$ cat config.mk
export PLATFORM = sky130hd
export DESIGN_NAME = parity_gen_chk_stream_flat
export DESIGN_NICKNAME = d
export VERILOG_FILES = /design/src/rtl/parity_gen_chk_stream_if.sv /design/src/rtl/parity_gen_chk_stream.sv /design/src/flat_wrapper.sv
export SDC_FILE = /design/constraint.sdc
export NUM_CORES = 1
export LEC_CHECK = 0
export BUFFER_PORTS_ARGS = -buffer_cell sky130_fd_sc_hd__buf_4
export CELL_PAD_IN_SITES_DETAIL_PLACEMENT = 0
export CELL_PAD_IN_SITES_GLOBAL_PLACEMENT = 1
export CORE_MARGIN = 4
export CORE_UTILIZATION = 32
export CTS_BUF_LIST = sky130_fd_sc_hd__clkbuf_4 sky130_fd_sc_hd__clkbuf_8
export CTS_CLUSTER_DIAMETER = 200
export DETAILED_ROUTE_END_ITERATION = 10
export HOLD_SLACK_MARGIN = 0.12
export PLACE_DENSITY_LB_ADDON = 0.1
export SLEW_MARGIN = 20
export SYNTH_ARGS = -nofsm -noshare
export SYNTH_HDL_FRONTEND = slang
export SYNTH_SLANG_ARGS = --single-unit
$ cat constraint.sdc
create_clock -name clk -period 1.78 [get_ports clk]
set_input_delay 0.267 -clock clk [delete_from_list [all_inputs] [get_ports clk]]
set_output_delay 0.267 -clock clk [all_outputs]
set_load 0.05 [all_outputs]
$ cat src/rtl/parity_gen_chk_stream_if.sv
// Stream bundle for parity_gen_chk_stream: input side (word + received
// parity) and output side (word + generated parity + mismatch flag).
// The slave modport is the block's view; master is the surrounding logic.
interface parity_gen_chk_stream_if #(
  parameter int DATA_W = 9
);
  logic              in_valid;
  logic              in_ready;
  logic [DATA_W-1:0] in_data;
  logic              in_par;
  logic              out_valid;
  logic              out_ready;
  logic [DATA_W-1:0] out_data;
  logic              out_par;
  logic              out_err;

  modport master (
    output in_valid, in_data, in_par, out_ready,
    input  in_ready, out_valid, out_data, out_par, out_err
  );

  modport slave (
    input  in_valid, in_data, in_par, out_ready,
    output in_ready, out_valid, out_data, out_par, out_err
  );
endinterface

$ cat src/rtl/parity_gen_chk_stream.sv
// Streaming parity generator/checker with one registered stage and
// valid/ready on both sides. Each accepted word gets an even/odd parity bit;
// in check mode the received parity is compared and mismatches raise
// out_err, which feeds a sticky status flag on delivery.
// Optional feature macro: PARITY_ERR_CNT_EN adds a saturating delivered-error
// counter err_cnt (CNT_W bits).
module parity_gen_chk_stream #(
  parameter int DATA_W = 9,
  parameter int CNT_W  = 8
) (
  input  logic clk,
  input  logic rst_n,
  input  logic mode_odd,
  input  logic chk_en,
  input  logic err_clr,
  parity_gen_chk_stream_if.slave s,
  output logic err_sticky
`ifdef PARITY_ERR_CNT_EN
  ,
  output logic [CNT_W-1:0] err_cnt
`endif
);

  // Parity bit that makes the total number of ones over {data, par}
  // even (odd_mode=0) or odd (odd_mode=1).
  function automatic logic calc_par(input logic [DATA_W-1:0] d,
                                    input logic odd_mode);
    return (^d) ^ odd_mode;
  endfunction

  logic              out_valid_q, out_valid_d;
  logic [DATA_W-1:0] out_data_q,  out_data_d;
  logic              out_par_q,   out_par_d;
  logic              out_err_q,   out_err_d;
  logic              err_sticky_q, err_sticky_d;

  logic in_hs;
  logic out_hs;
  logic err_evt;
  logic par_new;

  // No skid buffer: accept only when the output register is free or draining.
  assign s.in_ready = rst_n & (~out_valid_q | s.out_ready);
  assign in_hs      = s.in_valid & s.in_ready;
  assign out_hs     = out_valid_q & s.out_ready;
  assign err_evt    = out_hs & out_err_q;
  assign par_new    = calc_par(s.in_data, mode_odd);

  // Output register next state: load on input handshake, else drop valid on drain.
  always_comb begin
    out_valid_d = out_valid_q;
    out_data_d  = out_data_q;
    out_par_d   = out_par_q;
    out_err_d   = out_err_q;
    if (in_hs) begin
      out_valid_d = 1'b1;
      out_data_d  = s.in_data;
      out_par_d   = par_new;
      out_err_d   = chk_en & (s.in_par != par_new);
    end else if (out_hs) begin
      out_valid_d = 1'b0;
    end
  end

  // Sticky error: a delivered error wins over a same-cycle clear.
  always_comb begin
    err_sticky_d = err_sticky_q;
    if (err_evt) begin
      err_sticky_d = 1'b1;
    end else if (err_clr) begin
      err_sticky_d = 1'b0;
    end
  end

  // Stage 0 -> output register and status update.
  always_ff @(posedge clk) begin
    if (!rst_n) begin
      out_valid_q  <= 1'b0;
      out_data_q   <= '0;
      out_par_q    <= 1'b0;
      out_err_q    <= 1'b0;
      err_sticky_q <= 1'b0;
    end else begin
      out_valid_q  <= out_valid_d;
      out_data_q   <= out_data_d;
      out_par_q    <= out_par_d;
      out_err_q    <= out_err_d;
      err_sticky_q <= err_sticky_d;
    end
  end

  assign s.out_valid = out_valid_q;
  assign s.out_data  = out_data_q;
  assign s.out_par   = out_par_q;
  assign s.out_err   = out_err_q;
  assign err_sticky  = err_sticky_q;

`ifdef PARITY_ERR_CNT_EN
  localparam logic [CNT_W-1:0] CNT_MAX = '1;

  logic [CNT_W-1:0] err_cnt_q, err_cnt_d;

  // Saturating error count; clear+error in one cycle leaves exactly one.
  always_comb begin
    err_cnt_d = err_cnt_q;
    if (err_clr) begin
      err_cnt_d = err_evt ? CNT_W'(1) : '0;
    end else if (err_evt && (err_cnt_q != CNT_MAX)) begin
      err_cnt_d = err_cnt_q + CNT_W'(1);
    end
  end

  // Counter register.
  always_ff @(posedge clk) begin
    if (!rst_n) begin
      err_cnt_q <= '0;
    end else begin
      err_cnt_q <= err_cnt_d;
    end
  end

  assign err_cnt = err_cnt_q;
`endif

endmodule

$ cat src/flat_wrapper.sv
// flat-port wrapper written by rule: the top's interface ports become plain ports
module parity_gen_chk_stream_flat 
#(
  parameter int DATA_W = 9,
  parameter int CNT_W  = 8
)
  (clk, rst_n, mode_odd, chk_en, err_clr, err_sticky, s_in_valid, s_in_data, s_in_par, s_out_ready, s_in_ready, s_out_valid, s_out_data, s_out_par, s_out_err);
  parity_gen_chk_stream_if #(.DATA_W(DATA_W)) s_i ();
  input  logic clk;
  input  logic rst_n;
  input  logic mode_odd;
  input  logic chk_en;
  input  logic err_clr;
  output logic err_sticky;
  input wire logic [$bits(s_i.in_valid)-1:0] s_in_valid;
  input wire logic [$bits(s_i.in_data)-1:0] s_in_data;
  input wire logic [$bits(s_i.in_par)-1:0] s_in_par;
  input wire logic [$bits(s_i.out_ready)-1:0] s_out_ready;
  output wire logic [$bits(s_i.in_ready)-1:0] s_in_ready;
  output wire logic [$bits(s_i.out_valid)-1:0] s_out_valid;
  output wire logic [$bits(s_i.out_data)-1:0] s_out_data;
  output wire logic [$bits(s_i.out_par)-1:0] s_out_par;
  output wire logic [$bits(s_i.out_err)-1:0] s_out_err;
  assign s_i.in_valid = s_in_valid;
  assign s_i.in_data = s_in_data;
  assign s_i.in_par = s_in_par;
  assign s_i.out_ready = s_out_ready;
  assign s_in_ready = s_i.in_ready;
  assign s_out_valid = s_i.out_valid;
  assign s_out_data = s_i.out_data;
  assign s_out_par = s_i.out_par;
  assign s_out_err = s_i.out_err;
  parity_gen_chk_stream #(.DATA_W(DATA_W), .CNT_W(CNT_W)) u_core (.clk(clk), .rst_n(rst_n), .mode_odd(mode_odd), .chk_en(chk_en), .err_clr(err_clr), .s(s_i), .err_sticky(err_sticky));
endmodule
==> summary.txt, run 1 <==
Worst setup margin: 0.434 ns
Syn avg cell area: 9.09 um^2
Ys async rst share: 0%
Largest net degree at the start of global routing: 16
Post-synth EDFFs: 0
Register area: 260 um^2
Routability Congestion: 0.738
Yosys warnings: 0
Clk_lat worst skew: 0.26 ns
Outcome: finished, final reports clean
Die height: 51.0 um
Min cycle time layout: 1.35 ns
Hold Buf Count CTS: 0
Clock transition at path regs: 0.08 ns
DR iter-0 viols: 0
GRT Util Overall: 10.3%
Power Density: 914 nW/um^2
#FFs+latches synth: 13
Slew HR: 79.0%
Layout cells sized above 1: 38.1%
Row Count: 15
Finished layout cell area: 873 um^2
Final ANT Viol Nets: 0
Synth top area cells: dfxtp_1 44%, nand3_1 11%, xnor2_1 8.9%
Initial antenna violation count: 0
# DRC: 0
Resize count post-CTS: 0
Setup tns final: 0 ns
Worst hold path type: input port to flip-flop
WP data arrival: 1.08 ns
H-tree depth: 1
Die area: 2600 um^2
Clock skew: 0.00212 ns
Setup bufs post-CTS: 0
Root Driver: clkbuf_4
Setup violators final: 0
CP Launch Type: flip-flop
Worst slew pin tran: 0.315 ns
Core footprint: 1750 um^2
Die X: 51.0 um
Filler Cells Inserted: 180
Mapped Cells: 65
Initial core utilization: 33.8%
PortBufs: 30
Final period util: 75.6%
Post-place setup slack: 0.210 ns
First-pass GRT wire length: 1980 um
Gr ovfl total: 0
DR WL/cell: 10.0 um
CP Class: flip-flop to output pin
Vias in the first global route: 478
Achievable Freq: 743 MHz
Routed WL: 1220 um
Area Overhead vs Synth: 47.9%
# diodes: 0
Post-synth top flop: dfxtp_1
Static Leakage: 0.429 nW
Most frequent cells after synthesis: 13 x dfxtp_1, 13 x nand3_1, 10 x inv_1
Yosys cell types: 14
Area of placed instances: 843 um^2
Fin nets: 115
Fin. max-slew vios: 0
WP data required: 1.51 ns
Sink Count: 13
CP Capture Type: output pin
Synth Cell Area: 591 um^2
Vias/cell: 4.13
Synth top area share: 44.1%
Flop2flop setup slack: 0.56 ns
Synth area leader: dfxtp_1
Worst vdd ir: 0.000592 V
TritonCTS buffer count: 3
Max_cap viols: 0
CP Max Fanout: 3
RSZ-0062 raised after global routing: false
Clock Path Buffers: 2
TritonCTS clock tree: done
Seq/Total Area, Yosys: 44.1%
Net Count, Synth: 82
Post-DP HPWL: 997 um
Vias: 504
Area of the multi-input gates: 282 um^2
Final Hold Viols: 0
Number of I/O pins: 31
Initial DRT Pass Iterations: 1
==> per-layer routing <==
metal  vias up  wire, um  global-route usage, %
met5         -         0                      0
met4         0        13                   2.69
met3         2       100                   6.12
met2        16       610                   16.3
met1       210       495                   11.6
li1        276         -                      -
==> cell usage in the layout, fill, tap and decap left out, drive strengths merged <==
| cell type | synthesis | routed |
|---|---|---|
| and2 | 2 | 2 |
| dfxtp | 13 | 13 |
| xnor2 | 7 | 7 |
| a21boi | 2 | 2 |
| clkbuf | 3 | 4 |
| nand3 | 13 | 13 |
| xnor3 | 1 | 1 |
| inv | 10 | 10 |
| mux2 | 1 | 1 |
| o21ai | 10 | 10 |
| buf | 0 | 31 |
| nand2b | 2 | 2 |
| xor3 | 1 | 1 |
==> cells by family (layout without fill, tap and decap cells) <==
kind of cell	count (synthesis)	after routing	share of synthesized area [%]
multiplexers	1	1	1.91
buffers and inverters	13	45	8.26
flip-flops	13	13	44.1
AO/OA/AOI/OAI	12	12	11.0
XOR/XNOR	9	9	19.5
AND/OR/NAND/NOR	17	17	15.3
==> through the flow <==
step / cells / hold slack [ns] / power [mW] / utilization, %
2_1_floorplan: 65 / 0.406 / 0.528 / -
3_3_place_gp: 118 / 0.457 / 0.616 / 48.3
3_5_place_dp: 118 / 0.465 / 0.619 / 48.3
4_1_cts: 122 / 0.257 / 0.815 / 50.0
5_1_grt: 122 / 0.252 / 0.849 / 50.0
6_report: 122 / 0.265 / 0.798 / 50.0
==> where the power goes <==
part           internal, mW  switching, mW
Combinational         0.122          0.156
Clock                 0.102         0.0879
Sequential            0.316         0.0141
==> worst paths after layout <==
| kind | from | end | cells past startpoint |
|---|---|---|---|
| min | err_clr | u_core.err_sticky | 3 |
| min reg2reg | u_core.s.out_data[3] | u_core.s.out_data[3] | 2 |
| max | u_core.s.out_valid | s_in_ready | 3 |
| max reg2reg | u_core.s.out_valid | u_core.s.out_data[4] | 5 |
==> critical path, stage by stage, from the launching register on <==
cell and delay, ns:
dfxtp_1 0.36, nand2b_1 0.10, and2_1 0.18, buf_4 0.19
==> final cells by class <==
class,instances,area share (%)
Inverter,10,4.30
Sequential cell,13,29.8
Tap cell,25,3.58
Timing Repair Buffer,31,26.6
Multi-Input combinational cell,39,32.2
Clock buffer,4,3.44
==> state kept, by name, indices dropped and copies added, names as in the netlist <==
signal / cells
u_core.s.out_data: 9
u_core.err_sticky: 1
u_core.s.out_err: 1
u_core.s.out_par: 1
u_core.s.out_valid: 1
No activity file was read; power rests on OpenSTA's default activity.
==> run 2: changes to the inputs <==
==> constraint.sdc (replaced) <==
create_clock -name clk -period 1.3 [get_ports clk]
set_input_delay 0.195 -clock clk [delete_from_list [all_inputs] [get_ports clk]]
set_output_delay 0.195 -clock clk [all_outputs]
set_load 0.05 [all_outputs]
==> run 2 against run 1 <==
Compared with the run above: final cell count is 0.82% higher; sequential power increased by 36%; critical path depth stayed put; critical endpoint unchanged; sequential cell count unchanged; global-route usage is 0.44 points higher.
==> summary.txt, run 2 (synthesis gave the netlist of run 1 again) <==
Outcome: finished, final reports clean
Die area: 2600 um^2 (unchanged)
Slew HR: 87.1% (+8.1 points)
Register area: 264 um^2 (+1.4%)
CP Capture Type: output pin
Clock Path Buffers: 2 (unchanged)
RSZ-0062 raised after global routing: false
Setup bufs post-CTS: 0 (unchanged)
Row Count: 15 (unchanged)
DR iter-0 viols: 6 (+6)
Worst vdd ir: 0.000615 V (+3.8%)
Routed WL: 1230 um (+1.1%)
Logic pwr share: 36.2% (+1.4 points)
Filler Cells Inserted: 190 (+5.6%)
Layout cells sized above 1: 40.8% (+2.7 points)
First-pass GRT wire length: 2080 um (+5.2%)
Max_cap viols: 0 (unchanged)
Clock skew: 0.00517 ns (+0.00305 ns)
Initial antenna violation count: 0 (unchanged)
Final Hold Viols: 0 (unchanged)
GRT Util Overall: 10.7% (+0.44 points)
Net load switching power: 0.371 mW (+44%)
PortBufs: 30 (unchanged)
Routability Congestion: 0.630 (-15%)
CP Class: flip-flop to output pin
Area Overhead vs Synth: 50.4%
Flop pwr share: 41.2% (-0.2 points)
Die height: 51.0 um (unchanged)
CP Launch Type: flip-flop
Final period util: 93.9%
Clk pwr share: 22.6% (-1.2 points)
Number of I/O pins: 31 (unchanged)
Worst reg2reg path startpoint: u_core.s.out_valid
Vias/cell: 4.17 (+0.96%)
Post-DP HPWL: 946 um (-5.1%)
Initial core utilization: 33.8% (unchanged)
Fin cells: 123 (+0.82%)
Worst hold path type: input port to flip-flop
Hold Path Depth: 3 (unchanged)
# diodes: 0 (unchanged)
Clock transition at path regs: 0.08 ns (about the same)
Switching share of total power: 33.9% (+1.6 points)
Initial DRT Pass Iterations: 3 (+2)
Power Density: 1230 nW/um^2 (+35%)
Core footprint: 1750 um^2 (unchanged)
Fin nets: 116 (+0.87%)
H-tree depth: 1 (unchanged)
Hold Crit Start: s_in_valid
Static Leakage: 0.437 nW (+1.9%)
WP data required: 1.11 ns (-0.40 ns)
Placed Instances: 119 (+0.85%)
Final ANT Viol Nets: 0 (unchanged)
DR WL/cell: 10.0 um (+0.24%)
Largest net degree at the start of global routing: 20 (+4)
WHS Endpoint: u_core.s.out_valid
Gr ovfl total: 0 (unchanged)
Root Driver: clkbuf_4
Sink Count: 13 (unchanged)
TritonCTS clock tree: done
Achievable Freq: 819 MHz
Flop2flop setup slack: 0.26 ns (-0.30 ns)
Die X: 51.0 um (unchanged)
R2r endpoint: u_core.s.out_data[8]
Largest register FFs: 9 (unchanged)
Worst slew pin tran: 0.192 ns (-0.122 ns)
Fin. max-slew vios: 0 (unchanged)
Min cycle time layout: 1.22 ns
WP data arrival: 1.03 ns (-0.05 ns)
Vias: 513 (+1.8%)
Commonest non-fill, non-tap cell in the layout: buf_4
Vias in the first global route: 497 (+4.0%)
Area of the multi-input gates: 284 um^2 (+0.89%)
CP Max Fanout: 3 (unchanged)
FF-to-FF path depth: 5 (unchanged)
TritonCTS buffer count: 3 (unchanged)
Int Pwr: 0.722 mW (+34%)
Setup violators final: 0 (unchanged)
Clk_lat worst skew: 0.27 ns (about the same)
# DRC: 0 (unchanged)
Overall Power: 1.09 mW (+37%)
Most frequent cells in the layout: 31 x buf_4, 13 x nand3_1, 12 x dfxtp_1
[run 2: cell count changes in the layout (fill, tap and decap cells not counted), sizes merged]
cell / delta
buf: +1
clkbuf: -1
clkinv: +1
[run 2: critical path, cell delays in order, from the launching register on]
cell and delay, ns:
dfxtp_4 0.35, nand2b_1 0.10, and2_4 0.16, buf_6 0.15
[run 2: how the worst max path moves through the flow]
stage | depth (start not counted) | endpoint | from | slack, ns
2_1_floorplan | 4 | u_core.s.out_par | s_in_data[2] | 0.04
3_3_place_gp | 5 | u_core.s.out_par | s_in_data[2] | -0.11
3_5_place_dp | 5 | u_core.s.out_par | s_in_data[2] | -0.12
4_1_cts | 3 | s_in_ready | u_core.s.out_valid | 0.02
5_1_grt | 3 | s_in_ready | u_core.s.out_valid | 0.01
6_report | 3 | s_in_ready | u_core.s.out_valid | 0.08
[run 2: power by group through the flow]
stage,clock network (mW),registers (mW),logic [mW]
after floorplan,0,0.581,0.139
after global placement,0,0.461,0.391
after detailed placement,0,0.460,0.392
after CTS,0.265,0.451,0.396
after global routing,0.290,0.457,0.419
final,0.247,0.451,0.395
[run 2: per-stage QoR]
step                      setup slack (ns)  area, um^2  utilization [%]  setup TNS (ns)  hold WS [ns]
after global placement              -0.108         855             49.0          -0.115         0.456
final                               0.0796         888             50.9               0         0.178
after CTS                           0.0201         882             50.5               0         0.169
after detailed placement            -0.115         855             49.0          -0.117         0.464
after floorplan                     0.0434         596                -               0         0.323
after global routing                0.0130         888             50.9               0         0.167
[run 2: final cells by class]
class	instances	area share (%)
Clock buffer	3	2.54
Clock inverter	1	0.563
Inverter	10	4.23
Multi-Input combinational cell	39	32.0
Sequential cell	13	29.7
Tap cell	25	3.52
Timing Repair Buffer	32	27.5
[run 2: layer usage]
layer,track usage (%),vias to the layer above,wire length [um]
met5,0,-,0
met4,5.38,0,7
met3,4.37,2,109
met2,16.7,17,575
met1,12.5,216,539
li1,-,278,-
[run 2: repair_timing]
action,CTS,global route
gates resized for setup,0,2
hold buffers,0,0
endpoints found under the setup margin,0,1
==> run 3: changes to the inputs <==
--- a/config.mk
+++ b/config.mk
@@ -14,6 +14,7 @@
 export CTS_CLUSTER_DIAMETER = 200
 export DETAILED_ROUTE_END_ITERATION = 10
 export HOLD_SLACK_MARGIN = 0.12
+export MAX_ROUTING_LAYER = met4
 export PLACE_DENSITY_LB_ADDON = 0.1
 export SLEW_MARGIN = 20
 export SYNTH_ARGS = -nofsm -noshare
==> run 3 against run 2 <==
Compared with the run above: routed wire length is 0.32% higher; die area stayed put; critical endpoint unchanged; via count is 0.58% lower; sequential cell count stayed put; non-clock buffer count stayed put; final cell count stayed put; utilization stayed put; register-to-register slack hardly changed; largest power group unchanged; largest cell class unchanged.
==> summary.txt, run 3 (synthesis gave the netlist of run 1 again) <==
Outcome: finished, final reports clean
Die X: 51.0 um (unchanged)
Worst vdd ir: 0.000618 V (+0.51%)
Clk pwr share: 22.7% (about the same)
Final ANT Viol Nets: 0 (unchanged)
Final period util: 94.0% (+0.12 points)
Largest register FFs: 9 (unchanged)
Largest net degree at the start of global routing: 20 (unchanged)
Gr ovfl total: 0 (unchanged)
# diodes: 0 (unchanged)
CP peak stage delay: 0.35 ns (about the same)
Area Overhead vs Synth: 50.4% (unchanged)
Hold Buf Count CTS: 0 (unchanged)
Initial core utilization: 33.8% (unchanged)
Net load switching power: 0.372 mW (+0.31%)
Post-DP HPWL: 946 um (unchanged)
Initial DRT Pass Iterations: 3 (unchanged)
Setup bufs post-CTS: 0 (unchanged)
Clock Path Buffers: 2 (unchanged)
Final Hold Viols: 0 (unchanged)
Worst hold path type: input port to flip-flop
Number of I/O pins: 31 (unchanged)
Vias in the first global route: 496 (-0.20%)
Resize count post-CTS: 0 (unchanged)
Vias/cell: 4.15 (-0.58%)
PortBufs: 30 (unchanged)
Routability Congestion: 0.635 (+0.79%)
H-tree depth: 1 (unchanged)
Crit-path cells: nand2b_1 -> and2_4 -> buf_6
DR WL/cell: 10.1 um (+0.32%)
Power Density: 1230 nW/um^2 (+0.11%)
Fin. max-slew vios: 0 (unchanged)
Family with the most delay on the worst path: flip-flops
RSZ-0062 raised after global routing: false
Initial antenna violation count: 0 (unchanged)
Most frequent cells in the layout: 31 x buf_4, 13 x nand3_1, 12 x dfxtp_1
Root Driver: clkbuf_4
Worst slew pin tran: 0.192 ns (unchanged)
Core footprint: 1750 um^2 (unchanged)
DR iter-0 viols: 6 (unchanged)
Flop pwr share: 41.2% (about the same)
Min cycle time layout: 1.22 ns (+0.00159 ns)
Worst setup margin: 0.0780 ns (-0.00159 ns)
Vias: 510 (-0.58%)
Buffers & Inverters on Critical Path: 1 (unchanged)
Fin nets: 116 (unchanged)
CP Max Fanout: 3 (unchanged)
Slew HR: 87.1% (unchanged)
Setup tns final: 0 ns (unchanged)
Static Leakage: 0.437 nW (unchanged)
Clock skew: 0.00413 ns (-0.00104 ns)
Post-place setup slack: -0.115 ns (unchanged)
Die height: 51.0 um (unchanged)
Routed WL: 1240 um (+0.32%)
CP Capture Type: output pin
Logic pwr share: 36.1% (about the same)
Achievable Freq: 818 MHz (-0.13%)
TritonCTS buffer count: 3 (unchanged)
Clock transition at path regs: 0.08 ns (about the same)
Clk_lat worst skew: 0.27 ns (about the same)
WP data required: 1.11 ns (about the same)
Die area: 2600 um^2 (unchanged)
Crit-path slowest cell: dfxtp_4
GRT Util Overall: 11.0% (+0.28 points)
First-pass GRT wire length: 2080 um (unchanged)
# DRC: 0 (unchanged)
Max_cap viols: 0 (unchanged)
Row Count: 15 (unchanged)
CP Class: flip-flop to output pin
Commonest non-fill, non-tap cell in the layout: buf_4
WP data arrival: 1.03 ns (about the same)
Sink Count: 13 (unchanged)
Int Pwr: 0.722 mW (about the same)
CP Launch Type: flip-flop
Setup violators final: 0 (unchanged)
Switching share of total power: 34.0% (+0.069 points)
Post-layout util: 50.9% (unchanged)
Layout cells sized above 1: 40.8% (unchanged)
TritonCTS clock tree: done
==> run 3: cell counts in the layout (fill, tap and decap cells not counted) <==
No cell type changed its count.
==> run 3: final cells by class <==
type	instances	area (um^2)
tap	25	31.3
multi-input combinational	39	284
clock inverter	1	5.00
sequential	13	264
fill	190	857
inverter	10	37.5
timing repair buffer	32	244
clock buffer	3	22.5
==> run 3: power by group through the flow <==
stage / clock network, mW / registers, mW / logic (mW)
floorplan: 0 / 0.581 / 0.139
finish: 0.248 / 0.451 / 0.395
global route: 0.290 / 0.457 / 0.419
global placement: 0 / 0.461 / 0.391
detailed placement: 0 / 0.460 / 0.392
CTS: 0.265 / 0.451 / 0.396
==> run 3: worst min-delay path, delay by kind of cell <==
family                 cells  cell delay [ns]
buffers and inverters      2             0.16
AOI/OAI and AO/OA          1             0.06
==> run 3: final timing paths <==
check                                     startpoint              endpoint  slack [ns]  cells past startpoint
worst min register to register  u_core.s.out_data[5]  u_core.s.out_data[5]        0.48                      2
worst max-delay path              u_core.s.out_valid            s_in_ready        0.08                      3
worst max register to register    u_core.s.out_valid  u_core.s.out_data[8]        0.26                      5
worst min-delay path                      s_in_valid    u_core.s.out_valid        0.18                      3
==> run 3: per-stage QoR <==
stage / instance area (um^2) / std cells / hold WS, ns / power, mW
after global routing: 888 / 123 / 0.167 / 1.17
after global placement: 855 / 119 / 0.456 / 0.852
after detailed placement: 855 / 119 / 0.464 / 0.853
final: 888 / 123 / 0.176 / 1.09
after floorplan: 596 / 65 / 0.323 / 0.720
after CTS: 882 / 123 / 0.169 / 1.11
==> run 3: routing by layer <==
layer / vias to the layer above / global-route usage [%] / wire, um / part of all wire, %
met5: - / - / 0 / 0
met3: 2 / 4.37 / 110 / 8.9
met4: 0 / 5.38 / 6 / 0.49
met1: 215 / 12.5 / 538 / 43
met2: 17 / 16.7 / 581 / 47
li1: 276 / - / - / -
